===== config.mk =====
export PLATFORM = sky130hd
export DESIGN_NAME = tmds_decode_align
export DESIGN_NICKNAME = d
export VERILOG_FILES = /design/src/rtl/tmds_decode_align.sv
export SDC_FILE = /design/constraint.sdc
export NUM_CORES = 1
export LEC_CHECK = 0
export BUFFER_PORTS_ARGS = -buffer_cell sky130_fd_sc_hd__buf_2
export CAP_MARGIN = 40
export CORE_UTILIZATION = 62
export CTS_BUF_LIST = sky130_fd_sc_hd__clkbuf_4 sky130_fd_sc_hd__clkbuf_8 sky130_fd_sc_hd__clkbuf_16
export DETAILED_ROUTE_END_ITERATION = 6
export MAX_ROUTING_LAYER = met4
export PLACE_DENSITY = 0.85
export REMOVE_ABC_BUFFERS = 1
export SLEW_MARGIN = 40
export SYNTH_ARGS = -nofsm -noshare
export SYNTH_HDL_FRONTEND = slang
export SYNTH_SLANG_ARGS = --single-unit
export TNS_END_PERCENT = 30

===== constraint.sdc =====
create_clock -name clk_pix -period 5.25 [get_ports clk_pix]
set_input_delay 0.525 -clock clk_pix [delete_from_list [all_inputs] [get_ports clk_pix]]
set_output_delay 0.525 -clock clk_pix [all_outputs]
set_load 0.01 [all_outputs]

===== src/rtl/tmds_decode_align.sv =====
// TMDS symbol word aligner and 8b/10b data/control decoder with lock FSM.
// Optional lock-loss event counter enabled by defining TMDS_DECODE_LOCK_CNT_EN.
module tmds_decode_align #(
    parameter int unsigned LOCK_RUN     = 8,
    parameter int unsigned SLIP_TIMEOUT = 4096
) (
    input  logic        clk_pix,
    input  logic        rst,
    input  logic [9:0]  tmds_raw,
    output logic [7:0]  data,
    output logic [1:0]  ctrl,
    output logic        de,
    output logic        locked,
    output logic [3:0]  bit_offset,
    output logic [15:0] lock_loss_cnt
);

    localparam logic [7:0]  RunMax  = 8'(LOCK_RUN);
    localparam logic [15:0] TmoLast = 16'(SLIP_TIMEOUT - 1);

    typedef enum logic {StSearch, StLocked} state_e;

    state_e      state_q, state_d;
    logic [9:0]  raw_q;
    logic [9:0]  a_q, a_d;
    logic [3:0]  off_q, off_d;
    logic [7:0]  run_q, run_d;
    logic [15:0] tmo_q, tmo_d;
    logic [7:0]  data_q, data_d;
    logic [1:0]  ctrl_q, ctrl_d;
    logic        de_q, de_d;
    logic [19:0] win;
    logic        is_ctrl;
    logic [1:0]  tok;
    logic [7:0]  dbits;
    logic [7:0]  dec;
    logic        run_hit;
    logic        tmo_hit;
    logic [3:0]  off_next;

    // Lower half is the previously received word, so bit 0 is the earliest bit.
    assign win = {tmds_raw, raw_q};
    assign a_d = win[off_q +: 10];

    always_comb begin
        is_ctrl = 1'b1;
        tok     = 2'd0;
        case (a_q)
            10'h354: tok = 2'd0;
            10'h0AB: tok = 2'd1;
            10'h154: tok = 2'd2;
            10'h2AB: tok = 2'd3;
            default: is_ctrl = 1'b0;
        endcase
    end

    always_comb begin
        dbits  = a_q[9] ? ~a_q[7:0] : a_q[7:0];
        dec    = 8'd0;
        dec[0] = dbits[0];
        for (int i = 1; i < 8; i++) begin
            dec[i] = a_q[8] ? (dbits[i] ^ dbits[i-1]) : ~(dbits[i] ^ dbits[i-1]);
        end
    end

    assign run_hit  = is_ctrl && (run_q == RunMax - 8'd1);
    assign tmo_hit  = (tmo_q == TmoLast);
    assign off_next = (off_q == 4'd9) ? 4'd0 : off_q + 4'd1;

`ifdef TMDS_DECODE_LOCK_CNT_EN
    logic        loss_evt;
    logic [15:0] loss_q, loss_d;
`endif

    always_comb begin
        state_d = state_q;
        off_d   = off_q;
        tmo_d   = tmo_q + 16'd1;
        // Saturating run: once at RunMax it cannot re-trigger until a data word breaks it.
        if (!is_ctrl) begin
            run_d = 8'd0;
        end else if (run_q == RunMax) begin
            run_d = run_q;
        end else begin
            run_d = run_q + 8'd1;
        end
`ifdef TMDS_DECODE_LOCK_CNT_EN
        loss_evt = 1'b0;
`endif
        case (state_q)
            StSearch: begin
                if (run_hit) begin
                    state_d = StLocked;
                    tmo_d   = 16'd0;
                end else if (tmo_hit) begin
                    off_d = off_next;
                    run_d = 8'd0;
                    tmo_d = 16'd0;
                end
            end
            StLocked: begin
                if (run_hit) begin
                    tmo_d = 16'd0;
                end else if (tmo_hit) begin
                    state_d = StSearch;
                    off_d   = off_next;
                    run_d   = 8'd0;
                    tmo_d   = 16'd0;
`ifdef TMDS_DECODE_LOCK_CNT_EN
                    loss_evt = 1'b1;
`endif
                end
            end
            default: state_d = StSearch;
        endcase
    end

    always_comb begin
        data_d = 8'd0;
        ctrl_d = 2'd0;
        de_d   = 1'b0;
        if (state_q == StLocked) begin
            if (is_ctrl) begin
                ctrl_d = tok;
            end else begin
                de_d   = 1'b1;
                data_d = dec;
                ctrl_d = ctrl_q;
            end
        end
    end

    always_ff @(posedge clk_pix) begin
        if (rst) begin
            state_q <= StSearch;
            raw_q   <= 10'd0;
            a_q     <= 10'd0;
            off_q   <= 4'd0;
            run_q   <= 8'd0;
            tmo_q   <= 16'd0;
            data_q  <= 8'd0;
            ctrl_q  <= 2'd0;
            de_q    <= 1'b0;
        end else begin
            state_q <= state_d;
            raw_q   <= tmds_raw;
            a_q     <= a_d;
            off_q   <= off_d;
            run_q   <= run_d;
            tmo_q   <= tmo_d;
            data_q  <= data_d;
            ctrl_q  <= ctrl_d;
            de_q    <= de_d;
        end
    end

`ifdef TMDS_DECODE_LOCK_CNT_EN
    assign loss_d = (loss_evt && loss_q != 16'hFFFF) ? loss_q + 16'd1 : loss_q;

    always_ff @(posedge clk_pix) begin
        if (rst) begin
            loss_q <= 16'd0;
        end else begin
            loss_q <= loss_d;
        end
    end

    assign lock_loss_cnt = loss_q;
`else
    assign lock_loss_cnt = 16'd0;
`endif

    assign data       = data_q;
    assign ctrl       = ctrl_q;
    assign de         = de_q;
    assign locked     = (state_q == StLocked);
    assign bit_offset = off_q;

endmodule


### Word level (Yosys, flattened, before mapping)

Cells that the tools add are included.

* output and inout port bits: 32
* register bits after elaboration: 60
* input port bits: 12

* reductions and logical operators: 6
* bitwise logic cells: 17
* equal/unequal tests: 8
* $add $sub $neg: 3
* shift operators: 1
* multiplexer cells: 22

Operators by type and width (number)
* $mux 8: 5
* $eq 10x10->1 const B: 2
* $shiftx 20x5->10: 1
* $add 16x1->16 const B: 1
* $eq 16x12->1 const B: 1
* $mux 1: 12
* $mux 4: 3
* $eq 10x8->1 const B: 1
* $eq 10x9->1 const B: 1
* $not 1->1: 9
* $add 8x1->8 const B: 1
* $eq 8x3->1 const B: 1
* $eq 8x4->1 const B: 1
* $not 8->8: 1
* $xor 1x1->1: 7
* $pmux 2 s3: 1
* $reduce_or 3->1: 2
* $add 4x1->4 const B: 1
* $eq 4x4->1 const B: 1
* $reduce_or 4->1: 1
* $pmux 1 s2: 1
* $reduce_and 2->1: 1
* $reduce_or 2->1: 1
* $logic_and 1x1->1: 1

### Depth between registers and ports, before layout

* word-level depth: 6
* mapped depth: 8

### Worst setup path before layout

No wires, ideal clock.

* path type: register to register
* start: register a_q[0]
* end: register off_q[2] (netlist: bit_offset[2])
* buffers on the path: 1
* arrival time: 1800 ps
* library setup time: 70 ps
* cell stages (with the launch flop): 9
* setup slack: 3380 ps
* cells stage by stage: dfxtp_1 > inv_1 > ha_1 > and3_1 > nand3_1 > a2111oi_4 > buf_4 > or4_1 > a21oi_1

* longest elaborated chain between the ends: 6
* elaborated cells on any way between the ends: 9

RTL lines
* start, declared: line 25 `logic [9:0] a_q, a_d;`
* start signal, assigned: line 137 `a_q <= 10'd0;`
* start signal, assigned: line 147 `a_q <= a_d;`
* $eq 10x10->1, or another cell as far along: line 48 `case (a_q)`
* $reduce_or 4->1 (no line) *
* $mux 1 *: line 48
* $logic_and 1x1->1 *: line 66 `assign run_hit = is_ctrl && (run_q == RunMax - 8'd1);`
* $not 1->1 (no line) *
* $reduce_and 2->1 (no line) *
* end signal, assigned: line 138 `off_q <= 4'd0;`
* end signal, assigned: line 148 `off_q <= off_d;`
* end, declared: line 26 `logic [3:0] off_q, off_d;`

Every way passes the cells marked *; elsewhere a longest branch is shown, timed or not.
A chain may end at the register's enable or synchronous reset.

### Worst setup path after layout

* start: register a_q[0]
* end: register off_q[3] (netlist: bit_offset[3])

The elaborated chain is that of the path after synthesis.

==> summary.txt <==
Hold path
  – Hold path start: tmds_raw[6]
  – Hold Path Depth: 2
  – Hold path endpoint: raw_q[6]
  – HP Class: primary input to register

Critical path
  – CP Data Required Time: 5.51 ns
  – Worst setup EP type: register
  – CP Class: register to register
  – RR Endpoint: bit_offset[3]
  – Reg-to-reg startpoint: a_q[0]
  – Critical Path Fanout Max: 11
  – Flop2flop setup slack: 3.01 ns
  – CP startpoint kind: register
  – Critical path arrival: 2.51 ns
  – FF-to-FF path depth: 6

Layout
  – Non-Filler Instances: 431
  – ANT cells: 0
  – Share of layout cells above drive strength 1: 19.5%
  – Final Net Count: 383
  – Most common cell after layout, fill and taps aside: dfxtp_1
  – Post-route cell area: 3480 um2
  – # fillers: 375
  – Most frequent cells in the layout: dfxtp_1 (58), nor2_1 (48), buf_2 (27), xnor2_1 (19), inv_1 (17)
  – Area grow syn2layout: 7.74%

Synthesis
  – Synth Area per Inst: 9.57 um2
  – Mapped Cells: 338
  – Count of different cell masters after synthesis: 43
  – Post-synthesis sequential area ratio: 37.2%
  – Synth Flop Type: dfxtp_1
  – Asr flop ratio synth: 0%
  – Yosys top cell by area: dfxtp_1
  – Post-synth EDFFs: 0
  – Synth warn: 0
  – Area contributors post-synth: dfxtp_1 (37%), mux4_2 (8.4%), nor2_1 (5.6%)
  – Number of synthesized register bits: 60
  – Cell Area, Synth: 3230 um2
  – Synth top area share: 37.2%

Routing
  – First-pass DRT Iterations: 4
  – DRC violations left: 0
  – ANT nets after route: 0
  – WL/cell: 14.3 um
  – Drt initial violations: 140
  – DR vias/cell: 5.54
  – Via count: 2387
  – DRT Wirelength: 6160 um

Timing
  – RSZ-0062 raised after global routing: false
  – Worst-margin pin slew: 0.791 ns
  – Tmin final: 2.24 ns
  – Final Hold Fails: 0
  – Relative slew margins: 47.2%
  – Final TNS setup: 0 ns
  – Final count of negative-setup-slack endpoints: 0
  – Hold Worst Slack: 0.446 ns
  – Fin. max-slew vios: 0
  – Fmax: 0.446 GHz
  – Tcrit/Tclk final: 42.7%
  – Setup Skew: 0.00564 ns

CTS
  – Clk buf depth: 2
  – Post-CTS Setup Inserts: 0
  – Cts repair resizes: 0
  – H-tree Lvls: 3
  – Hold buffer count at cts: 0
  – Reg clk slew, reported paths: 0.06 ns
  – Worst-Skew Late Latency: 0.34 ns
  – Inserted Clock Buffers: 9
  – Clk sinks: 60
  – Root Buffer: clkbuf_8
  – CTS tree: yes

Pwr
  – P_int: 0.696 mW
  – Pwr Total: 0.906 mW
  – Clock power share: 41.0%
  – Sequential share of power: 52.3%
  – Sw Share: 23.2%
  – Pwr/cell area: 260 nW/um2
  – Pleak: 1.40 nW
  – NetSw: 0.210 mW
  – Logic pwr share: 6.8%
  – Max VDD drop: 0.151 mV

GRT
  – Tot GR Track Use: 26.1%
  – Initial antenna violation count: 0
  – Vias in the first global route: 2137
  – Grt total ovfl: 0
  – First-pass GRT wire length: 10100 um
  – Largest net degree at the start of global routing: 28

Floorplanning
  – Initial Util: 66.3%
  – Die Height: 74.2 um
  – Die area: 5510 um2
  – Die Wd: 74.2 um
  – Cell row count: 25
  – Core ar.: 4880 um2
  – I/O pins: 44

Placement
  – Placed Area: 3310 um2
  – Dpl cells: 416
  – RePlAce Congestion: 0.956
  – Post-DP HPWL: 4430 um
  – Buffers on Ports: 27

Status
  – Status: complete, no violations

Flow run
  – Max-Cap Viols: 0
## per-layer routing
| metal | part of all wire (%) | track usage, % | up-vias | wire, um |
|---|---|---|---|---|
| met3 | 6.2 | 5.42 | 12 | 382 |
| li1 | - | - | 1184 | - |
| met1 | 44 | 31.9 | 1093 | 2690 |
| met5 | 0 | - | - | 0 |
| met4 | 2.0 | 12.6 | 0 | 122 |
| met2 | 48 | 41.2 | 98 | 2960 |
## power groups by stage
stage	sequential [mW]	combinational (mW)	clock [mW]
2_1_floorplan	0.481	0.0432	0
3_3_place_gp	0.483	0.0588	0
3_5_place_dp	0.483	0.0603	0
4_1_cts	0.473	0.0612	0.374
5_1_grt	0.474	0.0685	0.394
6_report	0.474	0.0614	0.371
## worst max-delay path by stage
stage             startpoint            end  slack [ns]  depth (start not counted)
6_report              a_q[0]  bit_offset[3]        3.01                          6
5_1_grt               a_q[1]  bit_offset[3]        2.85                          6
4_1_cts               a_q[0]  bit_offset[3]        3.00                          6
3_5_place_dp          a_q[8]  bit_offset[3]        3.09                          4
3_3_place_gp   bit_offset[0]         a_q[4]        2.93                          5
2_1_floorplan  bit_offset[1]         a_q[4]        3.03                          3
## synthesized netlist by cell type, types with 2 or more instances
cell type	n
nor2_1	48
mux2i_1	11
nor3_1	2
and3_1	4
buf_6	2
or4_1	2
or3_1	4
buf_2	4
nand4_2	3
xnor2_1	19
a21oi_1	16
buf_4	18
nand4_1	2
inv_1	17
mux2_2	6
ha_1	11
a211oi_1	14
a22oi_1	2
clkbuf_1	7
mux4_2	12
nand2_1	12
o21ai_0	4
nand3_1	12
xor2_1	12
dfxtp_1	60
and2_1	5
nor2b_1	13
## cell type report
cell class                      instances  area, um2  share of cell area (%)
Tap cell                               67       83.8                    2.41
Multi-Input combinational cell        244       1820                    52.2
Sequential cell                        60       1200                    34.6
Clock buffer                           13        166                    4.78
Inverter                               18       67.6                    1.94
Timing Repair Buffer                   27        135                    3.88
Clock inverter                          2       10.0                   0.287
## logic make-up after synthesis
family          after synthesis  synth area share [%]
flops                        60                  37.2
xor+xnor                     31                  8.40
buf+inv                      49                  8.40
compound gates               43                  9.09
other cells                   1                 0.116
simple gates                114                  18.7
fa+ha+maj                    11                  4.26
mux                          29                  13.9
## per-stage QoR
step	setup slack, ns	utilization [%]
6_report	3.01	71.4
5_1_grt	2.85	71.4
4_1_cts	3.00	71.4
3_5_place_dp	3.09	67.8
3_3_place_gp	2.93	67.7
2_1_floorplan	3.03	-
## flip-flops by register name, indices dropped and copies added, names as in the netlist
register,cells
raw_q,10
locked,1
de,1
a_q,10
run_q,8
ctrl,2
bit_offset,4
data,8
tmo_q,16
## worst max-delay path: stages (launching register included)
cell	delay (ns)
dfxtp_1	0.37
ha_1	0.17
nor2b_2	0.16
nand4_2	0.29
a2111oi_4	0.79
o21ai_0	0.20
a31oi_1	0.19
No activity file was read; power rests on OpenSTA's default activity.
